`src/rtl/bt_song_select_rx.sv`:
```
// Bluetooth UART receiver: oversampled 8N1 framing plus decode of the ASCII song commands '0'..'4'.
// Define BT_PARITY_CHECK_EN to receive 8E1 frames instead; a parity mismatch is then reported as a framing error.
module bt_song_select_rx #(
  parameter int CLK_HZ = 100000000,
  parameter int BAUD   = 9600,
  parameter int OSR    = 16
) (
  input  logic       CLK,
  input  logic       RST,
  input  logic       rxt,
  output logic [3:0] choose,
  output logic       byte_valid,
  output logic [7:0] byte_data,
  output logic       frame_err
);

  localparam int DIV = CLK_HZ / (BAUD * OSR);
  localparam int TW  = (DIV > 1) ? $clog2(DIV) : 1;
  localparam int OW  = $clog2(OSR);

  localparam logic [2:0] S_IDLE   = 3'd0;
  localparam logic [2:0] S_START  = 3'd1;
  localparam logic [2:0] S_DATA   = 3'd2;
  localparam logic [2:0] S_STOP   = 3'd3;
  localparam logic [2:0] S_BREAK  = 3'd4;
`ifdef BT_PARITY_CHECK_EN
  localparam logic [2:0] S_PARITY = 3'd5;
`endif

  logic          rx_meta_q, rx_s_q;
  logic [TW-1:0] tick_cnt_q, tick_cnt_d;
  logic          os_tick;
  logic [2:0]    state_q, state_d;
  logic [OW-1:0] os_cnt_q, os_cnt_d;
  logic [2:0]    bit_idx_q, bit_idx_d;
  logic [7:0]    shift_q, shift_d;
  logic [1:0]    settle_q, settle_d;
  logic [3:0]    choose_q, choose_d;
  logic          byte_valid_q, byte_valid_d;
  logic [7:0]    byte_data_q, byte_data_d;
  logic          frame_err_q, frame_err_d;
  logic          stop_good;
`ifdef BT_PARITY_CHECK_EN
  logic          parity_q, parity_d;
`endif

  assign os_tick = (tick_cnt_q == TW'(DIV - 1));

  // NOTE: every variable driven here gets a default first, so no path can infer a latch.
  always_comb begin
    state_d      = state_q;
    os_cnt_d     = os_cnt_q;
    bit_idx_d    = bit_idx_q;
    shift_d      = shift_q;
    settle_d     = settle_q;
    choose_d     = choose_q;
    byte_data_d  = byte_data_q;
    byte_valid_d = 1'b0;
    frame_err_d  = 1'b0;
    stop_good    = 1'b0;
`ifdef BT_PARITY_CHECK_EN
    parity_d     = parity_q;
`endif

    case (state_q)
      S_IDLE: begin
        // The synchronizer needs two edges after reset before rx_s_q shows the real line;
        // a line already low at that point is a frame caught mid-flight and gets qualified as a break.
        if (settle_q != 2'd3) begin
          settle_d = settle_q + 2'd1;
          if (settle_q == 2'd2 && !rx_s_q) begin
            state_d  = S_BREAK;
            os_cnt_d = '0;
          end
        end else if (!rx_s_q) begin
          state_d  = S_START;
          os_cnt_d = '0;
        end
      end
      S_START: if (os_tick) begin
        if (os_cnt_q == OW'(OSR / 2 - 1)) begin
          os_cnt_d  = '0;
          bit_idx_d = '0;
          state_d   = rx_s_q ? S_IDLE : S_DATA;
        end else begin
          os_cnt_d = os_cnt_q + 1'b1;
        end
      end
      S_DATA: if (os_tick) begin
        if (os_cnt_q == OW'(OSR - 1)) begin
          os_cnt_d           = '0;
          shift_d[bit_idx_q] = rx_s_q;
          bit_idx_d          = bit_idx_q + 3'd1;
          if (bit_idx_q == 3'd7) begin
`ifdef BT_PARITY_CHECK_EN
            state_d = S_PARITY;
`else
            state_d = S_STOP;
`endif
          end
        end else begin
          os_cnt_d = os_cnt_q + 1'b1;
        end
      end
`ifdef BT_PARITY_CHECK_EN
      S_PARITY: if (os_tick) begin
        if (os_cnt_q == OW'(OSR - 1)) begin
          os_cnt_d = '0;
          parity_d = rx_s_q;
          state_d  = S_STOP;
        end else begin
          os_cnt_d = os_cnt_q + 1'b1;
        end
      end
`endif
      S_STOP: if (os_tick) begin
        if (os_cnt_q == OW'(OSR - 1)) begin
          os_cnt_d = '0;
`ifdef BT_PARITY_CHECK_EN
          stop_good = rx_s_q && ((^shift_q) == parity_q);
`else
          stop_good = rx_s_q;
`endif
          if (stop_good) begin
            byte_valid_d = 1'b1;
            byte_data_d  = shift_q;
            case (shift_q)
              8'h30:   choose_d = 4'b0000;
              8'h31:   choose_d = 4'b0001;
              8'h32:   choose_d = 4'b0010;
              8'h33:   choose_d = 4'b0100;
              8'h34:   choose_d = 4'b1000;
              default: choose_d = choose_q;
            endcase
            state_d = S_IDLE;
          end else begin
            frame_err_d = 1'b1;
            state_d     = rx_s_q ? S_IDLE : S_BREAK;
          end
        end else begin
          os_cnt_d = os_cnt_q + 1'b1;
        end
      end
      S_BREAK: begin
        // Any low cycle restarts the run of idle-high ticks.
        if (!rx_s_q) begin
          os_cnt_d = '0;
        end else if (os_tick) begin
          if (os_cnt_q == OW'(OSR - 1)) begin
            os_cnt_d = '0;
            state_d  = S_IDLE;
          end else begin
            os_cnt_d = os_cnt_q + 1'b1;
          end
        end
      end
      default: state_d = S_IDLE;
    endcase

    tick_cnt_d = os_tick ? '0 : tick_cnt_q + 1'b1;
    if (state_q == S_IDLE && state_d != S_IDLE) tick_cnt_d = '0;
  end

  // NOTE: sequential state uses non-blocking assignments only, so every flop samples pre-edge values.
  always_ff @(posedge CLK or posedge RST) begin
    if (RST) begin
      rx_meta_q    <= 1'b1;
      rx_s_q       <= 1'b1;
      tick_cnt_q   <= '0;
      state_q      <= S_IDLE;
      os_cnt_q     <= '0;
      bit_idx_q    <= '0;
      shift_q      <= '0;
      settle_q     <= '0;
      choose_q     <= '0;
      byte_valid_q <= 1'b0;
      byte_data_q  <= '0;
      frame_err_q  <= 1'b0;
`ifdef BT_PARITY_CHECK_EN
      parity_q     <= 1'b0;
`endif
    end else begin
      rx_meta_q    <= rxt;
      rx_s_q       <= rx_meta_q;
      tick_cnt_q   <= tick_cnt_d;
      state_q      <= state_d;
      os_cnt_q     <= os_cnt_d;
      bit_idx_q    <= bit_idx_d;
      shift_q      <= shift_d;
      settle_q     <= settle_d;
      choose_q     <= choose_d;
      byte_valid_q <= byte_valid_d;
      byte_data_q  <= byte_data_d;
      frame_err_q  <= frame_err_d;
`ifdef BT_PARITY_CHECK_EN
      parity_q     <= parity_d;
`endif
    end
  end

  assign choose     = choose_q;
  assign byte_valid = byte_valid_q;
  assign byte_data  = byte_data_q;
  assign frame_err  = frame_err_q;

endmodule

```
`config.mk`:
```
export PLATFORM = sky130hd
export DESIGN_NAME = bt_song_select_rx
export DESIGN_NICKNAME = d
export VERILOG_FILES = /design/src/rtl/bt_song_select_rx.sv
export SDC_FILE = /design/constraint.sdc
export NUM_CORES = 1
export LEC_CHECK = 0
export ABC_CLOCK_PERIOD_IN_PS = 5300
export CAP_MARGIN = 20
export CORE_ASPECT_RATIO = 0.9
export CORE_MARGIN = 4
export CORE_UTILIZATION = 29
export DETAILED_ROUTE_END_ITERATION = 16
export DONT_BUFFER_PORTS = 1
export GPL_ROUTABILITY_DRIVEN = 0
export GPL_TIMING_DRIVEN = 1
export HOLD_SLACK_MARGIN = 0.03
export SYNTH_ARGS = -nofsm -noshare
export SYNTH_HDL_FRONTEND = slang
export SYNTH_SLANG_ARGS = --single-unit
```
`constraint.sdc`:
```
create_clock -name CLK -period 5.3 [get_ports CLK]
set_input_delay 1.06 -clock CLK [delete_from_list [all_inputs] [get_ports CLK]]
set_output_delay 1.06 -clock CLK [all_outputs]
set_load 0.005 [all_outputs]
```
==> flow_summary.toml <==
[power_and_ir_drop]
peakVddDrop_uv = 95.23
leakagePower_nw = 1.157
powerDensity_nw_per_um2 = 302.2
total_power_mw = 0.7903

[clocking]
htree_levels = 2
cts_tree = "yes"
root_buffer = "clkbuf_8"
numClockSinks = 46
cts_buffer_depth = 2
clk_pin_slew_ns = 0.09
clk-insertion-delay-late_ns = 0.30
cts_buffers = 5
post_cts.repair.setup_buffers = 0
postCtsResizedCells = 0
cts_hold_buf = 0

[critical_path]
critPathMaxFanout = 14
worst-r2r-cell-count = 6
arrival_ns = 2.64
required_ns = 5.49
worst_setup_path_end_kind = "flop"
start_kind = "flop"
worstSetupPathType = "flop to flop"

[grt]
grt_max_degree = 47
grt-ovfl-total = 0
antenna_found_initial = 0
grt_pass1_wl_um = 8162
grt_pass1_vias = 1673
grt_use_total = 0.1023

[sta]
fin_hold_ws_ns = 0.3627
tns_ns = 0
fin_crit_sh = 0.4621
finClkSkew_ns = 0.01140
slew_violations = 0
slew_headroom = 0.5881
fmax_ghz = 0.4083
setup-violations-final = 0
rsz0062_at_grt = "no"
tightestPinTransition_ns = 0.6115
fin_crit_ns = 2.449
hold_viol = 0

[worst_hold_path]
worstHoldPathCells = 0
hold_class = "flop to flop"

[die]
die-area_um2 = 9754
initial_utilization = 0.2975
die-width_um = 103.7
dieHeight_um = 94.10
num_rows = 31
core-area_um2 = 8029
io-pin-count = 17

[cells_and_area]
final_layout_size_suffix_gt1_frac = 0.1726
insertedDiodeCount = 0
area_growth_pct = 9.481
final_nets = 235
fin_cells = 325
fin_area_um2 = 2615

[logic_synthesis]
synth-async-reset-ratio = 1.000
netlist_area_um2 = 2389
synth_edf_count = 0
synthFlopType = "dfrtp_1"
syn-instance-count = 226
yosysSeqAreaShare = 0.4830
synth_seq_cells = 46
synth.distinct_cells = 44
synth_nets = 236
avgSynthCellArea_um2 = 10.57
yosys_warnings = 0

[routing]
drt_iter0_drc = 100
first_pass_iters = 4
drc = 0
vias_per_cell = 5.080
wl_per_cell_um = 14.13
vias = 1651
ant_nets = 0
wl_um = 4593

[placement]
dp.cells = 316
placed_area_um2 = 2485
hpwl_um = 3269
portBuffers = 0

[run_status]
status = "complete, no violations"

[flow_run]
drv_cap = 0
==> metrics by stage <==
stage,setup WS [ns],utilization
floorplan,3.156,-
global placement,2.944,0.3095
detailed placement,2.870,0.3095
CTS,2.824,0.3232
global route,2.585,0.3257
finish,2.851,0.3257
==> flip-flops by register name, indices dropped and copies added, names as in the netlist <==
register and count:
byte_valid 1, os_cnt_q 4, frame_err 1, tick_cnt_q 10, byte_data 8, rx_meta_q 1
choose 4, shift_q 8, settle_q 2, rx_s_q 1, state_q 3, bit_idx_q 3
==> final cells by class <==
cell class	instances	area [µm²]
flip-flops and latches	46	1154
well taps	99	123.9
multi-input cells	162	1170
clock inverters	2	37.54
inverters	8	30.03
fillers	812	5414
clock buffers	6	72.57
repair buffers	2	27.53
==> synth_stat cells (all sizes together) (2+ instances only) <==
library cell / count / area [µm²]
nand3b: 3 / 22.52
or3: 2 / 12.51
a21oi: 5 / 25.02
a2bb2oi: 2 / 17.52
inv: 8 / 30.03
nor3: 13 / 100.1
clkbuf: 8 / 30.03
nand3: 11 / 55.05
xnor2: 5 / 43.79
nand4bb: 2 / 22.52
mux2i: 2 / 20.02
xor2: 5 / 43.79
nand2b: 4 / 25.02
ha: 7 / 87.58
a21o: 2 / 15.01
o21ai: 15 / 75.07
nor4: 2 / 12.51
buf: 2 / 10.01
a32oi: 2 / 25.03
mux2: 16 / 180.2
a311o: 2 / 20.02
and3: 10 / 62.56
o31ai: 2 / 15.01
nor2: 17 / 71.32
a21boi: 3 / 22.52
nor3b: 3 / 22.52
or3b: 2 / 17.52
or4: 2 / 15.01
nand2: 15 / 56.30
dfstp: 2 / 52.55
dfrtp: 44 / 1101
==> where the power goes <==
group / total (mW) / switching [mW] / internal, mW
clock network: 0.261 / 0.120 / 0.141
registers: 0.412 / 0.0351 / 0.377
logic: 0.117 / 0.0642 / 0.0531
==> metal layers <==
layer | GRT usage | routed length, µm | up-vias
li1 | - | - | 812
met1 | 0.1406 | 2309 | 802
met2 | 0.1569 | 2068 | 33
met3 | 0.02818 | 180 | 4
met4 | 0.03212 | 34 | 0
met5 | 0 | 0 | -
==> cells by family (layout without fill, tap and decap cells) <==
logic type | after synthesis | count (layout) | share of synthesized area
simple gates | 89 | 89 | 0.2174
xor+xnor | 10 | 10 | 0.03667
buf+inv | 18 | 18 | 0.02934
flops | 46 | 46 | 0.4830
fa+ha+maj | 7 | 7 | 0.03667
mux | 18 | 18 | 0.08381
compound gates | 38 | 38 | 0.1131
==> critical path, cell delays in order, from the launching register on <==
cell	delay [ns]
dfrtp_1	0.41
or3b_1	0.44
nor3_2	0.39
buf_4	0.31
nand3_1	0.19
nor3b_1	0.26
mux2_1	0.34
==> final timing paths <==
path	end	slack (ns)	start
worst max-delay path	shift_q[1]	2.85	tick_cnt_q[6]
worst min-delay path	rx_s_q	0.36	rx_meta_q
worst max register to register	shift_q[1]	2.85	tick_cnt_q[6]
worst min register to register	rx_s_q	0.36	rx_meta_q
max in group asynchronous	bit_idx_q[1]	4.24	RST
min in group asynchronous	tick_cnt_q[6]	0.59	RST
==> layout by cell type, fill, tap and decap left out, drive strengths merged, types with 2 or more instances in the layout <==
master,n
dfstp,2
mux2i,2
dfrtp,44
a21o,2
clkbuf,6
buf,2
nand3b,3
a311o,2
or4,2
a32oi,2
or3,2
nor3,13
nand2b,4
xor2,5
nor2,17
nand3,11
a21boi,3
nor3b,3
a2bb2oi,2
a21oi,5
o21ai,15
xnor2,5
nand4bb,2
o31ai,2
or3b,2
mux2,16
nor4,2
nand2,15
inv,8
and3,10
ha,7
No activity file was read; power rests on OpenSTA's default activity.
